--- src/rtl/mc_control_if.sv ---
// rtl/mc_control_if.sv - opcode/memory handshake and datapath control bundle for mc_control
interface mc_control_if #(
  parameter int OPCODE_W = 6
);
  logic [OPCODE_W-1:0] opcode;
  logic                mem_ready;
  logic                pc_write;
  logic                pc_write_cond;
  logic                iord;
  logic                memread;
  logic                memwrite;
  logic                ir_write;
  logic                memtoreg;
  logic                regdst;
  logic                regwrite;
  logic                alusrc_a;
  logic [1:0]          alusrc_b;
  logic [1:0]          aluop;
  logic [1:0]          pc_source;
  logic                bus_err;
  logic                illegal;
  logic [3:0]          state;

  // Controller side: consumes opcode/mem_ready, drives datapath controls
  modport master (
    input  opcode, mem_ready,
    output pc_write, pc_write_cond, iord, memread, memwrite, ir_write,
           memtoreg, regdst, regwrite, alusrc_a, alusrc_b, aluop,
           pc_source, bus_err, illegal, state
  );

  // Datapath/memory side
  modport slave (
    output opcode, mem_ready,
    input  pc_write, pc_write_cond, iord, memread, memwrite, ir_write,
           memtoreg, regdst, regwrite, alusrc_a, alusrc_b, aluop,
           pc_source, bus_err, illegal, state
  );
endinterface

--- src/rtl/mc_control.sv ---
// rtl/mc_control.sv - multi-cycle MIPS-subset control FSM with memory timeout; ILLEGAL_TRAP_EN adds the TRAP state
module mc_control #(
  parameter int OPCODE_W = 6,
  parameter int TIMEOUT  = 8,
  parameter int CNT_W    = 4
) (
  input  logic         clk,
  input  logic         rst_n,
  mc_control_if.master bus
);

  typedef enum logic [3:0] {
    S_IDLE   = 4'd0,
    S_FETCH  = 4'd1,
    S_DECODE = 4'd2,
    S_MEMADR = 4'd3,
    S_MEMRD  = 4'd4,
    S_MEMWB  = 4'd5,
    S_MEMWR  = 4'd6,
    S_EXEC   = 4'd7,
    S_ALUWB  = 4'd8,
    S_BRANCH = 4'd9,
    S_JUMP   = 4'd10,
    S_ADDIEX = 4'd11,
`ifdef ILLEGAL_TRAP_EN
    S_ADDIWB = 4'd12,
    S_TRAP   = 4'd13
`else
    S_ADDIWB = 4'd12
`endif
  } state_t;

  // Opcodes are 6-bit codes zero-extended to the IR opcode width
  localparam logic [OPCODE_W-1:0] OP_R    = OPCODE_W'(6'h00);
  localparam logic [OPCODE_W-1:0] OP_J    = OPCODE_W'(6'h02);
  localparam logic [OPCODE_W-1:0] OP_BEQ  = OPCODE_W'(6'h04);
  localparam logic [OPCODE_W-1:0] OP_ADDI = OPCODE_W'(6'h08);
  localparam logic [OPCODE_W-1:0] OP_LW   = OPCODE_W'(6'h23);
  localparam logic [OPCODE_W-1:0] OP_SW   = OPCODE_W'(6'h2B);
  localparam logic [CNT_W-1:0]    CNT_LAST = CNT_W'(TIMEOUT - 1);

  state_t           state_q, state_d;
  logic [CNT_W-1:0] cnt_q, cnt_d;
  logic             wait_st;
  logic             timeout;

  // State and wait-counter registers; reset returns to IDLE with a clear counter
  always_ff @(posedge clk or negedge rst_n) begin
    if (!rst_n) begin
      state_q <= S_IDLE;
      cnt_q   <= '0;
    end else begin
      state_q <= state_d;
      cnt_q   <= cnt_d;
    end
  end

  // Next-state, wait counter and Moore control decode (FETCH write strobes follow mem_ready)
  always_comb begin
    state_d           = state_q;
    bus.pc_write      = 1'b0;
    bus.pc_write_cond = 1'b0;
    bus.iord          = 1'b0;
    bus.memread       = 1'b0;
    bus.memwrite      = 1'b0;
    bus.ir_write      = 1'b0;
    bus.memtoreg      = 1'b0;
    bus.regdst        = 1'b0;
    bus.regwrite      = 1'b0;
    bus.alusrc_a      = 1'b0;
    bus.alusrc_b      = 2'b00;
    bus.aluop         = 2'b00;
    bus.pc_source     = 2'b00;
    bus.bus_err       = 1'b0;
`ifdef ILLEGAL_TRAP_EN
    bus.illegal       = 1'b0;
`endif
    bus.state         = state_q;

    wait_st = (state_q == S_FETCH) || (state_q == S_MEMRD) || (state_q == S_MEMWR);
    // mem_ready takes priority over an expiring counter
    timeout = wait_st && !bus.mem_ready && (cnt_q == CNT_LAST);
    // Any exit (or refetch) from a wait state leaves the counter at zero for the next entry
    cnt_d   = (wait_st && !bus.mem_ready && !timeout) ? cnt_q + CNT_W'(1) : '0;

    case (state_q)
      S_IDLE: state_d = S_FETCH;
      S_FETCH: begin
        bus.memread  = 1'b1;
        bus.alusrc_b = 2'b01;
        bus.ir_write = bus.mem_ready;
        bus.pc_write = bus.mem_ready;
        if (bus.mem_ready) state_d = S_DECODE;
        else if (timeout) begin
          bus.bus_err = 1'b1;
          state_d     = S_FETCH;
        end
      end
      S_DECODE: begin
        bus.alusrc_b = 2'b11;
        if (bus.opcode == OP_R)                               state_d = S_EXEC;
        else if ((bus.opcode == OP_LW) || (bus.opcode == OP_SW)) state_d = S_MEMADR;
        else if (bus.opcode == OP_BEQ)                        state_d = S_BRANCH;
        else if (bus.opcode == OP_J)                          state_d = S_JUMP;
        else if (bus.opcode == OP_ADDI)                       state_d = S_ADDIEX;
`ifdef ILLEGAL_TRAP_EN
        else                                                  state_d = S_TRAP;
`else
        else                                                  state_d = S_FETCH;
`endif
      end
      S_MEMADR: begin
        bus.alusrc_a = 1'b1;
        bus.alusrc_b = 2'b10;
        state_d      = (bus.opcode == OP_SW) ? S_MEMWR : S_MEMRD;
      end
      S_MEMRD: begin
        bus.memread = 1'b1;
        bus.iord    = 1'b1;
        if (bus.mem_ready) state_d = S_MEMWB;
        else if (timeout) begin
          bus.bus_err = 1'b1;
          state_d     = S_FETCH;
        end
      end
      S_MEMWB: begin
        bus.regwrite = 1'b1;
        bus.memtoreg = 1'b1;
        state_d      = S_FETCH;
      end
      S_MEMWR: begin
        bus.memwrite = 1'b1;
        bus.iord     = 1'b1;
        if (bus.mem_ready) state_d = S_FETCH;
        else if (timeout) begin
          bus.bus_err = 1'b1;
          state_d     = S_FETCH;
        end
      end
      S_EXEC: begin
        bus.alusrc_a = 1'b1;
        bus.aluop    = 2'b10;
        state_d      = S_ALUWB;
      end
      S_ALUWB: begin
        bus.regwrite = 1'b1;
        bus.regdst   = 1'b1;
        state_d      = S_FETCH;
      end
      S_BRANCH: begin
        bus.alusrc_a      = 1'b1;
        bus.aluop         = 2'b01;
        bus.pc_write_cond = 1'b1;
        bus.pc_source     = 2'b01;
        state_d           = S_FETCH;
      end
      S_JUMP: begin
        bus.pc_write  = 1'b1;
        bus.pc_source = 2'b10;
        state_d       = S_FETCH;
      end
      S_ADDIEX: begin
        bus.alusrc_a = 1'b1;
        bus.alusrc_b = 2'b10;
        state_d      = S_ADDIWB;
      end
      S_ADDIWB: begin
        bus.regwrite = 1'b1;
        state_d      = S_FETCH;
      end
`ifdef ILLEGAL_TRAP_EN
      S_TRAP: begin
        bus.pc_write  = 1'b1;
        bus.pc_source = 2'b11;
        bus.illegal   = 1'b1;
        state_d       = S_FETCH;
      end
`endif
      default: state_d = S_IDLE;
    endcase
  end

`ifndef ILLEGAL_TRAP_EN
  assign bus.illegal = 1'b0;
`endif

endmodule
--- src/flat_wrapper.sv ---
// flat-port wrapper written by rule: the top's interface ports become plain ports
module mc_control_flat 
#(
  parameter int OPCODE_W = 6,
  parameter int TIMEOUT  = 8,
  parameter int CNT_W    = 4
)
  (clk, rst_n, bus_opcode, bus_mem_ready, bus_pc_write, bus_pc_write_cond, bus_iord, bus_memread, bus_memwrite, bus_ir_write, bus_memtoreg, bus_regdst, bus_regwrite, bus_alusrc_a, bus_alusrc_b, bus_aluop, bus_pc_source, bus_bus_err, bus_illegal, bus_state);
  mc_control_if #(.OPCODE_W(OPCODE_W)) bus_i ();
  input  logic clk;
  input  logic rst_n;
  input wire logic [$bits(bus_i.opcode)-1:0] bus_opcode;
  input wire logic [$bits(bus_i.mem_ready)-1:0] bus_mem_ready;
  output wire logic [$bits(bus_i.pc_write)-1:0] bus_pc_write;
  output wire logic [$bits(bus_i.pc_write_cond)-1:0] bus_pc_write_cond;
  output wire logic [$bits(bus_i.iord)-1:0] bus_iord;
  output wire logic [$bits(bus_i.memread)-1:0] bus_memread;
  output wire logic [$bits(bus_i.memwrite)-1:0] bus_memwrite;
  output wire logic [$bits(bus_i.ir_write)-1:0] bus_ir_write;
  output wire logic [$bits(bus_i.memtoreg)-1:0] bus_memtoreg;
  output wire logic [$bits(bus_i.regdst)-1:0] bus_regdst;
  output wire logic [$bits(bus_i.regwrite)-1:0] bus_regwrite;
  output wire logic [$bits(bus_i.alusrc_a)-1:0] bus_alusrc_a;
  output wire logic [$bits(bus_i.alusrc_b)-1:0] bus_alusrc_b;
  output wire logic [$bits(bus_i.aluop)-1:0] bus_aluop;
  output wire logic [$bits(bus_i.pc_source)-1:0] bus_pc_source;
  output wire logic [$bits(bus_i.bus_err)-1:0] bus_bus_err;
  output wire logic [$bits(bus_i.illegal)-1:0] bus_illegal;
  output wire logic [$bits(bus_i.state)-1:0] bus_state;
  assign bus_i.opcode = bus_opcode;
  assign bus_i.mem_ready = bus_mem_ready;
  assign bus_pc_write = bus_i.pc_write;
  assign bus_pc_write_cond = bus_i.pc_write_cond;
  assign bus_iord = bus_i.iord;
  assign bus_memread = bus_i.memread;
  assign bus_memwrite = bus_i.memwrite;
  assign bus_ir_write = bus_i.ir_write;
  assign bus_memtoreg = bus_i.memtoreg;
  assign bus_regdst = bus_i.regdst;
  assign bus_regwrite = bus_i.regwrite;
  assign bus_alusrc_a = bus_i.alusrc_a;
  assign bus_alusrc_b = bus_i.alusrc_b;
  assign bus_aluop = bus_i.aluop;
  assign bus_pc_source = bus_i.pc_source;
  assign bus_bus_err = bus_i.bus_err;
  assign bus_illegal = bus_i.illegal;
  assign bus_state = bus_i.state;
  mc_control #(.OPCODE_W(OPCODE_W), .TIMEOUT(TIMEOUT), .CNT_W(CNT_W)) u_core (.clk(clk), .rst_n(rst_n), .bus(bus_i));
endmodule
--- config.mk ---
export PLATFORM = sky130hd
export DESIGN_NAME = mc_control_flat
export DESIGN_NICKNAME = d
export VERILOG_FILES = /design/src/rtl/mc_control_if.sv /design/src/rtl/mc_control.sv /design/src/flat_wrapper.sv
export SDC_FILE = /design/constraint.sdc
export NUM_CORES = 1
export LEC_CHECK = 0
export CAP_MARGIN = 10
export CORE_ASPECT_RATIO = 0.7
export CORE_MARGIN = 2
export CORE_UTILIZATION = 37
export CTS_CLUSTER_SIZE = 20
export DETAILED_ROUTE_END_ITERATION = 16
export GPL_TIMING_DRIVEN = 0
export PLACE_DENSITY = 0.75
export SLEW_MARGIN = 20
export SYNTH_ARGS = -nofsm -noshare
export SYNTH_HDL_FRONTEND = slang
export SYNTH_SLANG_ARGS = --single-unit
--- constraint.sdc ---
create_clock -name clk -period 1.5 [get_ports clk]
set_clock_uncertainty 0.15 [all_clocks]
set_input_delay 0.3 -clock clk [delete_from_list [all_inputs] [get_ports clk]]
set_output_delay 0.3 -clock clk [all_outputs]
set_load 0.005 [all_outputs]
==> flow_metrics.tcl <==
set metrics [dict create \
    outcome "finished, violations left" \
    violations "setup timing" \
    stdcell_count 192 \
    first_pass_iters 4 \
    layout_setup_ws_ns -0.6292 \
    cp.required_ns 1.05 \
    drt_first_iter_violations 91 \
    r2r_start "u_core.bus.state[0]$_DFF_PN0_" \
    critPathBufInv 4 \
    grt_first_pass_wirelength_um 4222 \
    setup-tns-final_ns -9.995 \
    n_fill_cell 52 \
    antenna_cells 0 \
    synth_edf_count 0 \
    critPathSlowestCell "or4b_4" \
    yosys.cell_types.count 32 \
    portBuffers 29 \
    setup_violations 29 \
    yosys-top-cells-count "12 x nor2_1, 8 x dfrtp_1, 7 x nor3_1" \
    drt-vias-per-instance 6.182 \
    vias 1187 \
    path_max_fanout 4 \
    initial_core_util_pct 38.19 \
    r2r_slack_ns -0.32 \
    wl_per_cell_um 24.42 \
    multi_input_area_um2 649.4 \
    cts_tree "done" \
    grt_use_total_pct 25.27 \
    dieArea_um2 2249 \
    fin_crit_sh_pct 141.9 \
    placed_cells 140 \
    htree_levels 1 \
    antenna_found_initial 0 \
    maxSlewViolCount 0 \
    cts_buffers 3 \
    clock_latency_ns 0.27 \
    rows 13 \
    start_kind "register" \
    ys_async_sr_fraction_pct 100.0 \
    fin_util_pct 94.51 \
    critical-path-top-delay-family "simple AND/OR/NAND/NOR gates" \
    dp.final_hpwl_um 1340 \
    ys_ff_latch 8 \
    drc 0 \
    syn_nets 99 \
    maxCapViolCount 0 \
    hold_buffers 0 \
    grt_pass1_vias 869 \
    synth_area_um2 695.7 \
    die_h_um 40.28 \
    syn_inst 89 \
    gr-total-overflow 0 \
    synth_ff_type "dfrtp_1" \
    hold_violations 0 \
    yosysMostFrequentCell "nor2_1" \
    place_ws_ns -0.9561 \
    grt_max_degree 11 \
    ff_latch_area_um2 202.7 \
    yosysTopAreaCellShare_pct 28.78 \
    synth_area_leader_cell "dfrtp_1" \
    finalNetCount 181 \
    ant_nets 0 \
    dieWidth_um 55.83 \
    cp_cell_sequence "buf_6 -> nand2b_4 -> or4b_4 -> buf_6 -> inv_2 -> buf_6" \
    path_common_cell "buf_6" \
    yosysSeqAreaShare_pct 28.78 \
    gp_congestion 0.8853 \
    fin_crit_ns 2.129 \
    cts.path.max_buffers 2 \
    leakagePower_uw 0.0007890 \
    ir_drop_v 0.001502 \
    cts-root-buf "clkbuf_4" \
    routed_wl_um 4688 \
    synth_warnings 0 \
    postSynthAreaPerCell_um2 7.816 \
    cpPeakStageDelay_ns 0.51 \
    critPathCaptureType "output port" \
    yosys-top-cells-area "dfrtp_1 29%, nor2_1 6.5%, buf_4 5.4%" \
    area_growth_pct 147.5 \
    ios 31 \
    clock_sinks 8 \
    worstSetupPathType "register to output port" \
    power_density_nw_per_um2 1877 \
    cp.arrival_ns 1.68 \
    hold_path.class "primary input to async pin" \
    layout-drive-gt1-share_pct 68.82 \
    r2r_end "u_core.bus.state[1]$_DFF_PN0_" \
    p_total_uw 3232 \
    fp.coreArea_um2 1822 \
    fmax_mhz 469.7 \
    worstRegToRegCells 7 \
    path_clk_slew_ns 0.07 \
    rsz0062_at_grt "true" \
]
==> layout make-up <==
type | instances | share of cell area (%)
timing repair buffer | 80 | 43.68
multi-input combinational | 71 | 37.72
sequential | 8 | 11.77
buffer | 5 | 3.270
tap | 22 | 1.599
clock buffer | 4 | 1.526
inverter | 2 | 0.4360
==> cells by family (layout without fill, tap and decap cells) <==
group | Yosys count | after routing | synth area share (%)
AND/OR/NAND/NOR | 48 | 48 | 38.13
AO/OA/AOI/OAI | 15 | 15 | 14.39
buffers and inverters | 10 | 91 | 8.633
flip-flops | 8 | 8 | 28.78
XOR/XNOR | 5 | 5 | 6.296
adder cells (fa/ha/maj) | 1 | 1 | 1.798
other | 1 | 1 | 0.5391
multiplexers | 1 | 1 | 1.439
==> sequential cells by signal (all words and copies together) (netlist names) <==
name and cells:
u_core.bus.state 4, u_core.cnt_q 4
==> worst max path at each step <==
stage	startpoint	endpoint	slack [ns]	cells past startpoint
global placement	bus_mem_ready	bus_pc_write	-0.94	4
floorplan	u_core.bus.state[1]$_DFF_PN0_	bus_pc_write	-0.16	3
global route	u_core.bus.state[0]$_DFF_PN0_	bus_ir_write	-0.66	6
finish	u_core.bus.state[0]$_DFF_PN0_	bus_ir_write	-0.63	6
CTS	u_core.bus.state[1]$_DFF_PN0_	bus_ir_write	-0.58	5
detailed placement	bus_mem_ready	bus_ir_write	-0.96	4
==> timing repair <==
item	4_1_cts	5_1_grt
setup endpoints to repair	23	29
setup buffers	36	23
gates cloned	0	0
gates resized for setup	138	53
pin swaps	18	21
==> routing by layer <==
layer / routed length, µm / part of all wire [%] / GRT usage, % / vias up
met5: 0 / 0 / 0 / -
met4: 258 / 5.5 / 1.190 / 0
met3: 633 / 14 / 4.194 / 37
met2: 2055 / 44 / 48.51 / 132
met1: 1741 / 37 / 32.69 / 549
li1: - / - / - / 469
==> power breakdown <==
part           switching (µW)  leakage, µW  internal [µW]  total [µW]
logic                    1240     0.000671           1440        2680
registers                73.6     0.000103            280         353
clock network            96.5    0.0000150            103         199
==> metrics by stage <==
| stage | area [µm²] | hold WS, ns |
|---|---|---|
| floorplan | 696.9 | -0.1456 |
| global placement | 1015 | 0.2960 |
| detailed placement | 1015 | 0.3038 |
| CTS | 1458 | 0.1787 |
| global route | 1722 | 0.1824 |
| finish | 1722 | 0.1727 |
==> cells in the final DEF (no fill, tap or decap), drive strengths merged <==
master / count
buf: 75
nor2: 12
dfrtp: 8
clkdlybuf4s50: 7
nor3: 7
nand2b: 6
nand3: 6
nand2: 5
o21ai: 5
clkbuf: 5
nor2b: 3
o211ai: 3
a21oi: 3
xnor2: 3
xor2: 2
nand3b: 2
dlygate4sd2: 2
inv: 2
and2: 1
mux2i: 1
and3: 1
nor3b: 1
nor4: 1
o2bb2ai: 1
nand4b: 1
or4b: 1
nor4b: 1
a22o: 1
a21o: 1
a21boi: 1
ha: 1
conb: 1
Note: power is estimated with default switching activity, not from simulation.
